## src/rtl/gray_step_arbiter.sv

```systemverilog
// Round-robin arbiter sharing one 3-bit Gray step counter between two requesters.
// Optional GRAY_ABORT_EN adds an Abort input that cuts a RUN short.
module gray_step_arbiter #(
    parameter int CNT_W = 4
) (
    input  logic             Clk,
    input  logic             Reset,
    input  logic [1:0]       Req,
    input  logic [CNT_W-1:0] Steps0,
    input  logic [CNT_W-1:0] Steps1,
`ifdef GRAY_ABORT_EN
    input  logic             Abort,
`endif
    output logic [1:0]       Grant,
    output logic             Busy,
    output logic             Done,
    output logic [2:0]       Snapshot,
    output logic             OvfSeen,
    output logic             GrayClr,
    output logic             GrayEn,
    input  logic [2:0]       GrayVal,
    input  logic             GrayOvf
);

    localparam logic [2:0] IDLE     = 3'd0;
    localparam logic [2:0] CLEAR    = 3'd1;
    localparam logic [2:0] RUN      = 3'd2;
    localparam logic [2:0] DONE     = 3'd3;
    localparam logic [2:0] WAIT_REL = 3'd4;

    logic [2:0]       state_q, state_d;
    logic [1:0]       grant_q, grant_d;
    logic [CNT_W-1:0] rem_q, rem_d;
    logic             last_q, last_d;
    logic             done_q, done_d;
    logic [2:0]       snap_q, snap_d;
    logic             ovf_q, ovf_d;
    logic             sel;
    logic             abort_w;

`ifdef GRAY_ABORT_EN
    assign abort_w = Abort;
`else
    assign abort_w = 1'b0;
`endif

    always_comb begin
        state_d = state_q;
        grant_d = grant_q;
        rem_d   = rem_q;
        last_d  = last_q;
        done_d  = 1'b0;
        snap_d  = snap_q;
        ovf_d   = ovf_q;
        // Contended: favour whoever was not granted last; otherwise the sole requester.
        sel     = (Req == 2'b11) ? ~last_q : Req[1];
        case (state_q)
            IDLE: begin
                if (|Req) begin
                    grant_d = sel ? 2'b10 : 2'b01;
                    last_d  = sel;
                    rem_d   = sel ? Steps1 : Steps0;
                    state_d = CLEAR;
                end
            end
            CLEAR: state_d = (rem_q != '0) ? RUN : DONE;
            RUN: begin
                if (abort_w) begin
                    state_d = DONE;
                end else begin
                    rem_d = rem_q - CNT_W'(1);
                    if (rem_q == CNT_W'(1)) state_d = DONE;
                end
            end
            DONE: begin
                snap_d  = GrayVal;
                ovf_d   = GrayOvf;
                done_d  = 1'b1;
                state_d = WAIT_REL;
            end
            WAIT_REL: begin
                if ((Req & grant_q) == 2'b00) begin
                    grant_d = 2'b00;
                    state_d = IDLE;
                end
            end
            default: state_d = IDLE;
        endcase
    end

    always_ff @(posedge Clk) begin
        if (Reset) begin
            state_q <= IDLE;
            grant_q <= 2'b00;
            rem_q   <= '0;
            last_q  <= 1'b1;
            done_q  <= 1'b0;
            snap_q  <= 3'b000;
            ovf_q   <= 1'b0;
        end else begin
            state_q <= state_d;
            grant_q <= grant_d;
            rem_q   <= rem_d;
            last_q  <= last_d;
            done_q  <= done_d;
            snap_q  <= snap_d;
            ovf_q   <= ovf_d;
        end
    end

    assign Grant    = grant_q;
    assign Busy     = (state_q != IDLE);
    assign Done     = done_q;
    assign Snapshot = snap_q;
    assign OvfSeen  = ovf_q;
    assign GrayClr  = (state_q == CLEAR);
    assign GrayEn   = (state_q == RUN) && !abort_w;

endmodule

```

## config.mk

```make
export PLATFORM = sky130hd
export DESIGN_NAME = gray_step_arbiter
export DESIGN_NICKNAME = d
export VERILOG_FILES = /design/src/rtl/gray_step_arbiter.sv
export SDC_FILE = /design/constraint.sdc
export NUM_CORES = 1
export LEC_CHECK = 0
export CAP_MARGIN = 20
export CORE_MARGIN = 1.5
export CORE_UTILIZATION = 35
export DETAILED_ROUTE_END_ITERATION = 8
export HOLD_SLACK_MARGIN = 0.05
export PLACE_DENSITY = 0.73
export SETUP_SLACK_MARGIN = 0.4
export SYNTH_ARGS = -nofsm -noshare
export SYNTH_HDL_FRONTEND = slang
export SYNTH_SLANG_ARGS = --single-unit
```

## constraint.sdc

```tcl
create_clock -name Clk -period 4 [get_ports Clk]
set_input_delay 0.6 -clock Clk [delete_from_list [all_inputs] [get_ports Clk]]
set_output_delay 0.6 -clock Clk [all_outputs]
set_load 0.02 [all_outputs]
```

==> flow_metrics.py, run 1 <==
metrics = {
    "global_route": {
        "grt_overflow": 0,
        "grt_pass1_wl_um": 2850,
        "grt_max_degree": 16,
        "grt_usage_pct": 14.6,
        "grt_pass1_vias": 625,
        "grt_antenna_before_repair": 0,
    },
    "finish": {
        "multi_input_area_um2": 439,
        "layout-area-overhead-vs-synth_pct": 36.3,
        "seq_area_um2": 300,
        "final_cell_mix": "clkdlybuf4s50_1 (25), dfxtp_1 (15), nor2_1 (8)",
        "nNetsFinal": 132,
        "antenna_cells": 0,
        "nFillCells": 198,
        "drive_gt1_share_pct": 8.85,
        "final_common_cell": "clkdlybuf4s50_1",
    },
    "routing": {
        "wire_per_inst_um": 11.5,
        "drt_first_iter_violations": 12,
        "vias": 706,
        "firstDrtPassIters": 4,
        "drc": 0,
        "ant_nets": 0,
        "routed_wirelength_um": 1620,
        "viasPerCell": 5.04,
    },
    "sta": {
        "slew_headroom_pct": 62.2,
        "setup_violations": 0,
        "tns_ns": 0,
        "grt_setup_unrepaired": "false",
        "tightest_slew_ns": 0.565,
        "whs_ns": 0.498,
        "max_freq_mhz": 390,
        "finalClockSkew_ns": 0.00111,
        "fin_crit_sh_pct": 64.1,
        "hold_viol": 0,
        "finalMaxSlewViolations": 0,
        "finalCriticalPeriod_ns": 2.56,
    },
    "power_and_ir_drop": {
        "p_leak_nw": 0.418,
        "power_switching_share_pct": 40.7,
        "pwr-share-clk_pct": 12.7,
        "powerDensity_nw_per_um2": 635,
        "seqPwrFrac_pct": 36.7,
        "pwr-share-comb_pct": 50.6,
        "internal_power_mw": 0.405,
        "max-vdd-ir-drop_mv": 0.360,
        "power_switching_mw": 0.278,
    },
    "clock_network": {
        "clkLatencyLatePin_ns": 0.28,
        "holdBufCountCts": 0,
        "cts_resized": 0,
        "clock_path_buffers": 2,
        "post_cts_buffers": 0,
        "clk_pin_slew_ns": 0.09,
        "cts_buffers": 3,
        "clock-sinks": 15,
        "clockRootBuffer": "clkbuf_4",
        "cts_tree": "built",
        "htree_levels": 1,
    },
    "placed_design": {
        "finalWeightedCongestion": 0.709,
        "port_buffers": 25,
        "dpl.hpwl_um": 1230,
    },
    "setup_path": {
        "path_class": "reg -> out",
        "critPathRequiredTime_ns": 3.40,
        "critPathArrivalTime_ns": 1.96,
        "reg2regPathDepth": 5,
        "r2r_setup_slack_ns": 2.34,
        "crit_chain": "or3b_4 > clkinv_4 > clkdlybuf4s50_1",
        "reg2reg_to": "rem_q[3]",
        "reg2reg_from": "state_q[1]",
        "critical-path-slowest-cell": "clkdlybuf4s50_1",
        "endpoint_kind": "output pin",
        "worstSetupStartpointType": "flip-flop",
        "cp_max_fo": 10,
        "critPathMaxStageDelay_ns": 0.60,
    },
    "min_path": {
        "hold_end": "Grant[1]",
        "hold_start": "Grant[1]",
        "hp-class": "reg -> reg",
        "whs_path_depth": 2,
    },
    "floorplan": {
        "core_area_um2": 2040,
        "die_x_um": 50.5,
        "die_area_um2": 2550,
        "die_h_um": 50.5,
        "ios": 26,
        "rows": 16,
        "initial_utilization_pct": 38.6,
    },
    "run_status": {
        "outcome": "finished clean",
    },
    "yosys": {
        "syn_nets": 106,
        "synth_area_um2": 788,
        "yosysTopAreaCell": "dfxtp_1",
        "syn_inst": 88,
        "syn_area_per_cell_um2": 8.96,
        "synth_area_leaders": "dfxtp_1 (38%), mux2i_1 (8.9%), nor3_1 (3.8%)",
        "synth_top_area_share_pct": 38.1,
        "synth-seq-cells": 15,
        "ys_seq_area_share_pct": 38.1,
        "synth_warnings": 0,
        "yosysUniqueCellTypes": 31,
    },
    "run": {
        "drv_cap": 0,
    },
}
-- metrics by stage --
step / cells / util (%) / setup WS [ns] / cell area, um2 / power (mW)
after global routing: 140 / 52.6 / 1.37 / 1070 / 0.734
final: 140 / 52.6 / 1.44 / 1070 / 0.683
after CTS: 140 / 52.6 / 1.44 / 1070 / 0.685
after floorplan: 88 / - / 2.39 / 788 / 0.496
after global placement: 136 / 51.3 / 1.76 / 1050 / 0.593
after detailed placement: 136 / 51.3 / 1.75 / 1050 / 0.596
-- worst max path at each step --
stage	to	startpoint	slack (ns)	cells after the start
2_1_floorplan	GrayClr	state_q[0]	2.39	2
3_3_place_gp	GrayEn	state_q[1]	1.76	3
3_5_place_dp	GrayEn	state_q[1]	1.75	3
4_1_cts	GrayEn	state_q[1]	1.44	3
5_1_grt	GrayEn	state_q[1]	1.37	3
6_report	GrayEn	state_q[1]	1.44	3
-- kinds of logic (layout without fill, tap and decap cells) --
kind of cell | count (synthesis) | count (layout) | synth area share [%]
and+or+nand+nor | 33 | 33 | 22.5
AOI/OAI and AO/OA | 20 | 20 | 18.9
DFF | 15 | 15 | 38.1
buffers and inverters | 9 | 34 | 6.19
muxes | 7 | 7 | 8.89
adders and majority gates | 2 | 2 | 3.17
xor gates and xnor gates | 2 | 2 | 2.22
-- cell type report --
class / instances / area share (%)
Timing Repair Buffer: 25 / 23.3
Clock inverter: 1 / 0.466
Clock buffer: 3 / 2.10
Multi-Input combinational cell: 64 / 40.9
Inverter: 5 / 2.21
Tap cell: 27 / 3.14
Sequential cell: 15 / 27.9
-- sequential cells by signal, indices dropped and copies added, names as in the netlist --
| name | cells |
|---|---|
| Snapshot | 3 |
| last_q | 1 |
| state_q | 3 |
| rem_q | 4 |
| Grant | 2 |
| Done | 1 |
| OvfSeen | 1 |
-- metal layers --
layer	GRT usage (%)	up-vias	share of wire, %
met2	22.1	16	45
met5	0	-	0
met1	19.2	321	49
li1	-	367	-
met3	2.98	2	4.7
met4	8.11	0	1.2
-- critical path: cells and delay by family (launching register included) --
family / cells / cell delay (ns)
buf+inv: 2 / 0.68
simple gates: 1 / 0.47
flops: 1 / 0.53
-- cells in the mapped netlist --
cell type	instances
a2111oi_2	1
a211oi_1	2
a21boi_2	1
a21oi_1	5
a21oi_2	2
a221o_1	1
a22o_1	1
a31oi_1	2
a32o_1	1
and3_1	1
buf_2	2
buf_6	1
clkbuf_1	1
clkinv_4	1
dfxtp_1	15
ha_1	2
inv_1	4
mux2i_1	7
nand2_1	4
nand2b_1	2
nand3_1	2
nand3b_1	4
nor2_1	8
nor3_1	6
nor3b_1	1
o21ai_0	3
o32ai_1	1
or2_0	2
or3_1	2
or3b_4	1
xnor2_1	2
-- power by group through the flow --
stage / combinational (mW) / sequential, mW / clock (mW)
5_1_grt: 0.382 / 0.258 / 0.0945
2_1_floorplan: 0.260 / 0.235 / 0
4_1_cts: 0.347 / 0.249 / 0.0894
3_5_place_dp: 0.345 / 0.251 / 0
3_3_place_gp: 0.342 / 0.251 / 0
6_report: 0.345 / 0.251 / 0.0865
Power figures use the tool's default switching activity.
==> run 2, diff against run 1 <==
- clock period: 4 -> 2.4 ns (I/O delays scaled with it)
==> run 2 against run 1 <==
Critical path depth is the same. Non-clock buffer count grew 1. Sequential cell count is the same. Core utilization is 1.3 points higher. Sequential power up 74%. Count of clock-buffer cells in the layout stayed put. Total power grew 70%. Clock power grew 69%. First-iteration DRC count up 50%. Combinational power increased by 68%.
==> flow_metrics.py, run 2 (same netlist as run 1, synthesis figures left out) <==
metrics = {
    "routing": {
        "vias": 711,
        "top_layer": "met4",
        "routed-wl-met3_um": 54,
        "drc": 0,
        "met1_length_um": 841,
        "wl_met2_um": 720,
        "ant_nets": 0,
        "routed_wirelength_um": 1650,
        "drt_first_iter_violations": 18,
        "viasPerCell": 5.04,
        "firstDrtPassIters": 4,
        "wire_per_inst_um": 11.7,
    },
    "clock_network": {
        "post_cts_buffers": 0,
        "htree_levels": 1,
        "cts_tree": "built",
        "cts_buffers": 3,
        "clkLatencyLatePin_ns": 0.29,
        "clock-sinks": 15,
        "clk_pin_slew_ns": 0.09,
        "clockRootBuffer": "clkbuf_4",
        "clock_path_buffers": 2,
        "holdBufCountCts": 0,
    },
    "run_status": {
        "outcome": "finished clean",
    },
    "power_and_ir_drop": {
        "max-vdd-ir-drop_mv": 0.533,
        "seqPwrFrac_pct": 37.6,
        "powerDensity_nw_per_um2": 1050,
        "p_leak_nw": 0.445,
        "pwr-share-clk_pct": 12.6,
        "internal_power_mw": 0.686,
        "power_switching_mw": 0.475,
        "pwr-share-comb_pct": 49.8,
        "power_switching_share_pct": 40.9,
    },
    "setup_path": {
        "endpoint_kind": "output pin",
        "worstSetupStartpointType": "flip-flop",
        "path_class": "reg -> out",
        "critPathArrivalTime_ns": 1.56,
        "critPathRequiredTime_ns": 2.04,
        "reg2regPathDepth": 5,
        "critPathTopFamily": "simple AND/OR/NAND/NOR gates",
        "critPathMaxStageDelay_ns": 0.44,
        "cp_max_fo": 10,
        "crit_chain": "or3b_4 > clkinv_4 > dlygate4sd2_1",
        "path_depth": 3,
        "critical-path-slowest-cell": "or3b_4",
        "crit_buf_inv": 2,
    },
    "sta": {
        "tns_ns": 0,
        "tightest_slew_ns": 0.412,
        "slew_headroom_pct": 72.3,
        "finalMaxSlewViolations": 0,
        "fin_crit_sh_pct": 80.1,
        "finalClockSkew_ns": 0.00195,
        "max_freq_mhz": 520,
        "setup_violations": 0,
        "grt_setup_unrepaired": "false",
        "finalCriticalPeriod_ns": 1.92,
        "hold_viol": 0,
        "finalWorstSetupSlack_ns": 0.476,
    },
    "placed_design": {
        "pre_cts_ws_ns": 0.397,
        "dpl.hpwl_um": 1270,
        "dp.cells": 137,
        "port_buffers": 25,
        "finalWeightedCongestion": 0.722,
    },
    "finish": {
        "top_register": "rem_q",
        "final_common_cell": "clkdlybuf4s50_1",
        "final_cell_mix": "clkdlybuf4s50_1 (23), dfxtp_1 (12), nor2_1 (8)",
        "largest_reg_flops": 4,
        "layout-area-overhead-vs-synth_pct": 39.7,
        "nNetsFinal": 133,
        "antenna_cells": 0,
        "drive_gt1_share_pct": 13.2,
        "stdcell_count": 141,
    },
    "global_route": {
        "grt_pass1_wl_um": 2720,
        "grt_max_degree": 13,
        "grt_usage_pct": 14.0,
        "grt_overflow": 0,
        "grt_pass1_vias": 637,
        "grt_antenna_before_repair": 0,
    },
    "floorplan": {
        "ios": 26,
        "core_area_um2": 2040,
        "die_x_um": 50.5,
        "rows": 16,
        "die_area_um2": 2550,
        "die_h_um": 50.5,
        "initial_utilization_pct": 38.6,
    },
    "min_path": {
        "hp-class": "reg -> reg",
        "whs_path_depth": 2,
    },
    "run": {
        "drv_cap": 0,
    },
}
run 2: cell types whose count changed in the layout (fill, tap and decap cells not counted):
| cell | previous run | this run |
|---|---|---|
| buf_4 | 0 | 1 |
| clkdlybuf4s50_1 | 25 | 23 |
| dfxtp_1 | 15 | 12 |
| dfxtp_2 | 0 | 2 |
| dfxtp_4 | 0 | 1 |
| dlygate4sd2_1 | 0 | 1 |
| dlymetal6s2s_1 | 0 | 1 |
| nor3_1 | 6 | 5 |
| nor3_4 | 0 | 1 |
run 2: area by class of cell:
class | count | area (um2)
clock buffer | 3 | 22.5
sequential | 15 | 307
inverter | 5 | 23.8
multi-input combinational | 64 | 450
clock inverter | 1 | 5.00
tap | 27 | 33.8
timing repair buffer | 26 | 259
fill | 200 | 941
run 2: per-layer routing:
| metal | up-vias | GRT usage, % |
|---|---|---|
| li1 | 371 | - |
| met1 | 323 | 17.8 |
| met2 | 13 | 21.7 |
| met3 | 4 | 2.98 |
| met4 | 0 | 8.11 |
| met5 | - | 0 |
run 2: path summary, 6_finish.rpt:
check | from | endpoint | slack, ns
worst max-delay path | state_q[1] | GrayEn | 0.48
worst min register to register | rem_q[3] | rem_q[3] | 0.50
worst max register to register | state_q[1] | rem_q[3] | 0.92
worst min-delay path | rem_q[3] | rem_q[3] | 0.50
run 2: per-stage QoR:
step	hold slack [ns]	util (%)	cell area (um2)	power [mW]
2_1_floorplan	0.437	-	788	0.826
3_3_place_gp	0.476	51.7	1050	0.988
3_5_place_dp	0.491	51.7	1050	0.998
4_1_cts	0.507	53.3	1090	1.15
5_1_grt	0.526	53.9	1100	1.25
6_report	0.502	53.9	1100	1.16
run 2: what timing repair did:
item                                    4_1_cts  5_1_grt
endpoints found under the hold margin         0        0
endpoints found under the setup margin        3        3
pin swaps                                     0        0
gates resized for setup                       4        4
run 2: worst min-delay path, delay by kind of cell (launching register included):
kind | cells | cell delay [ns]
flip-flops | 1 | 0.34
AND/OR/NAND/NOR | 1 | 0.08
AO/OA/AOI/OAI | 1 | 0.05
run 2: power by group through the flow:
stage	Clock, mW	Sequential (mW)	Combinational (mW)
2_1_floorplan	0	0.392	0.434
6_report	0.146	0.437	0.578
4_1_cts	0.150	0.424	0.577
5_1_grt	0.159	0.449	0.644
3_3_place_gp	0	0.417	0.571
3_5_place_dp	0	0.422	0.576
==> run 3, diff against run 2 <==
- clock period: 2.4 -> 2 ns (I/O delays scaled with it)
==> run 3 against run 2 <==
Design area up 6.5%. Via count up 5.5%. First-iteration DRC count shrank 50%. Largest power group unchanged. Register-to-register slack worse by 0.38 ns.
==> flow_metrics.py, run 3 (same netlist as run 1, synthesis figures left out) <==
metrics = {
    "run_status": {
        "outcome": "finished clean",
    },
    "routing": {
        "drt_first_iter_violations": 9,
        "ant_nets": 0,
        "drc": 0,
        "wire_per_inst_um": 12.2,
        "routed_wirelength_um": 1810,
        "viasPerCell": 5.03,
        "wl_met2_um": 916,
        "vias": 750,
        "top_layer": "met3",
        "firstDrtPassIters": 4,
        "routed-wl-met3_um": 53,
        "met1_length_um": 843,
    },
    "placed_design": {
        "dp.cells": 140,
        "finalWeightedCongestion": 0.749,
        "dpl.hpwl_um": 1360,
        "pre_cts_ws_ns": 0.0860,
        "placed_area_um2": 1080,
        "port_buffers": 25,
    },
    "floorplan": {
        "rows": 16,
        "initial_utilization_pct": 38.6,
        "core_area_um2": 2040,
        "die_h_um": 50.5,
        "ios": 26,
        "die_area_um2": 2550,
        "die_x_um": 50.5,
    },
    "global_route": {
        "grt_usage_pct": 14.1,
        "grt_antenna_before_repair": 0,
        "grt_pass1_wl_um": 2860,
        "grt_overflow": 0,
        "grt_pass1_vias": 659,
        "grt_max_degree": 10,
    },
    "sta": {
        "hold_viol": 0,
        "tightest_slew_ns": 0.432,
        "whs_ns": 0.504,
        "max_freq_mhz": 639,
        "slew_headroom_pct": 71.0,
        "finalClockSkew_ns": 0.00788,
        "finalWorstSetupSlack_ns": 0.434,
        "finalCriticalPeriod_ns": 1.57,
        "grt_setup_unrepaired": "false",
        "fin_crit_sh_pct": 78.3,
        "tns_ns": 0,
        "finalMaxSlewViolations": 0,
        "setup_violations": 0,
    },
    "power_and_ir_drop": {
        "p_leak_nw": 0.500,
        "powerDensity_nw_per_um2": 1260,
        "max-vdd-ir-drop_mv": 0.635,
        "p_total_mw": 1.48,
    },
    "setup_path": {
        "reg2regPathDepth": 4,
        "critPathRequiredTime_ns": 2.20,
        "cp_max_fo": 6,
        "endpoint_kind": "flip-flop",
        "critPathArrivalTime_ns": 1.77,
        "path_class": "in -> reg",
        "worstSetupStartpointType": "input pin",
    },
    "clock_network": {
        "clockRootBuffer": "clkbuf_4",
        "cts_tree": "built",
        "clkLatencyLatePin_ns": 0.28,
        "clk_pin_slew_ns": 0.09,
        "clock_path_buffers": 2,
        "clock-sinks": 15,
        "holdBufCountCts": 0,
        "htree_levels": 1,
        "cts_buffers": 3,
    },
    "min_path": {
        "hp-class": "reg -> reg",
        "whs_path_depth": 2,
    },
    "finish": {
        "final_area_um2": 1170,
        "stdcell_count": 149,
        "final_common_cell": "clkdlybuf4s50_1",
        "final_util_pct": 57.4,
        "nNetsFinal": 141,
        "drive_gt1_share_pct": 19.7,
        "antenna_cells": 0,
        "top_register": "rem_q",
        "layout-area-overhead-vs-synth_pct": 48.7,
        "final_cell_mix": "clkdlybuf4s50_1 (20), dfxtp_1 (13), buf_4 (10)",
        "largest_reg_flops": 4,
    },
    "run": {
        "drv_cap": 0,
    },
}
## run 3: routing by layer
| layer | vias to the layer above | global-route usage (%) |
|---|---|---|
| li1 | 387 | - |
| met1 | 349 | 18.8 |
| met2 | 14 | 24.6 |
| met3 | 0 | 2.68 |
| met4 | 0 | 1.35 |
| met5 | - | 0 |
## run 3: cell type report
cell class / count / area (um2)
fillers: 199 / 870
clock buffers: 4 / 26.3
well taps: 27 / 33.8
repair buffers: 34 / 310
multi-input cells: 64 / 470
flip-flops and latches: 15 / 308
inverters: 5 / 23.8
## run 3: final timing paths
check	slack, ns	to	from
setup reg to reg	0.54	rem_q[1]	state_q[2]
setup / recovery	0.43	Grant[1]	Req[1]
hold reg to reg	0.50	rem_q[3]	rem_q[3]
hold / removal	0.50	rem_q[3]	rem_q[3]
## run 3: repair_timing
item / in CTS / in global routing
resized for setup: 18 / 7
setup endpoints to repair: 5 / 7
buffers inserted: 1 / 4
pin swaps: 1 / 2
## run 3: power breakdown
group | internal, mW | switching (mW) | leakage [nW] | total [mW]
Sequential | 0.394 | 0.0736 | 0.124 | 0.468
Clock | 0.0772 | 0.0922 | 0.0150 | 0.169
Combinational | 0.411 | 0.431 | 0.361 | 0.842
## run 3: worst max-delay path: stages
cell and delay, ns:
clkdlybuf4s50_1 0.50, a22o_1 0.30, a2111oi_4 0.39, nand3b_1 0.11, a21oi_1 0.16
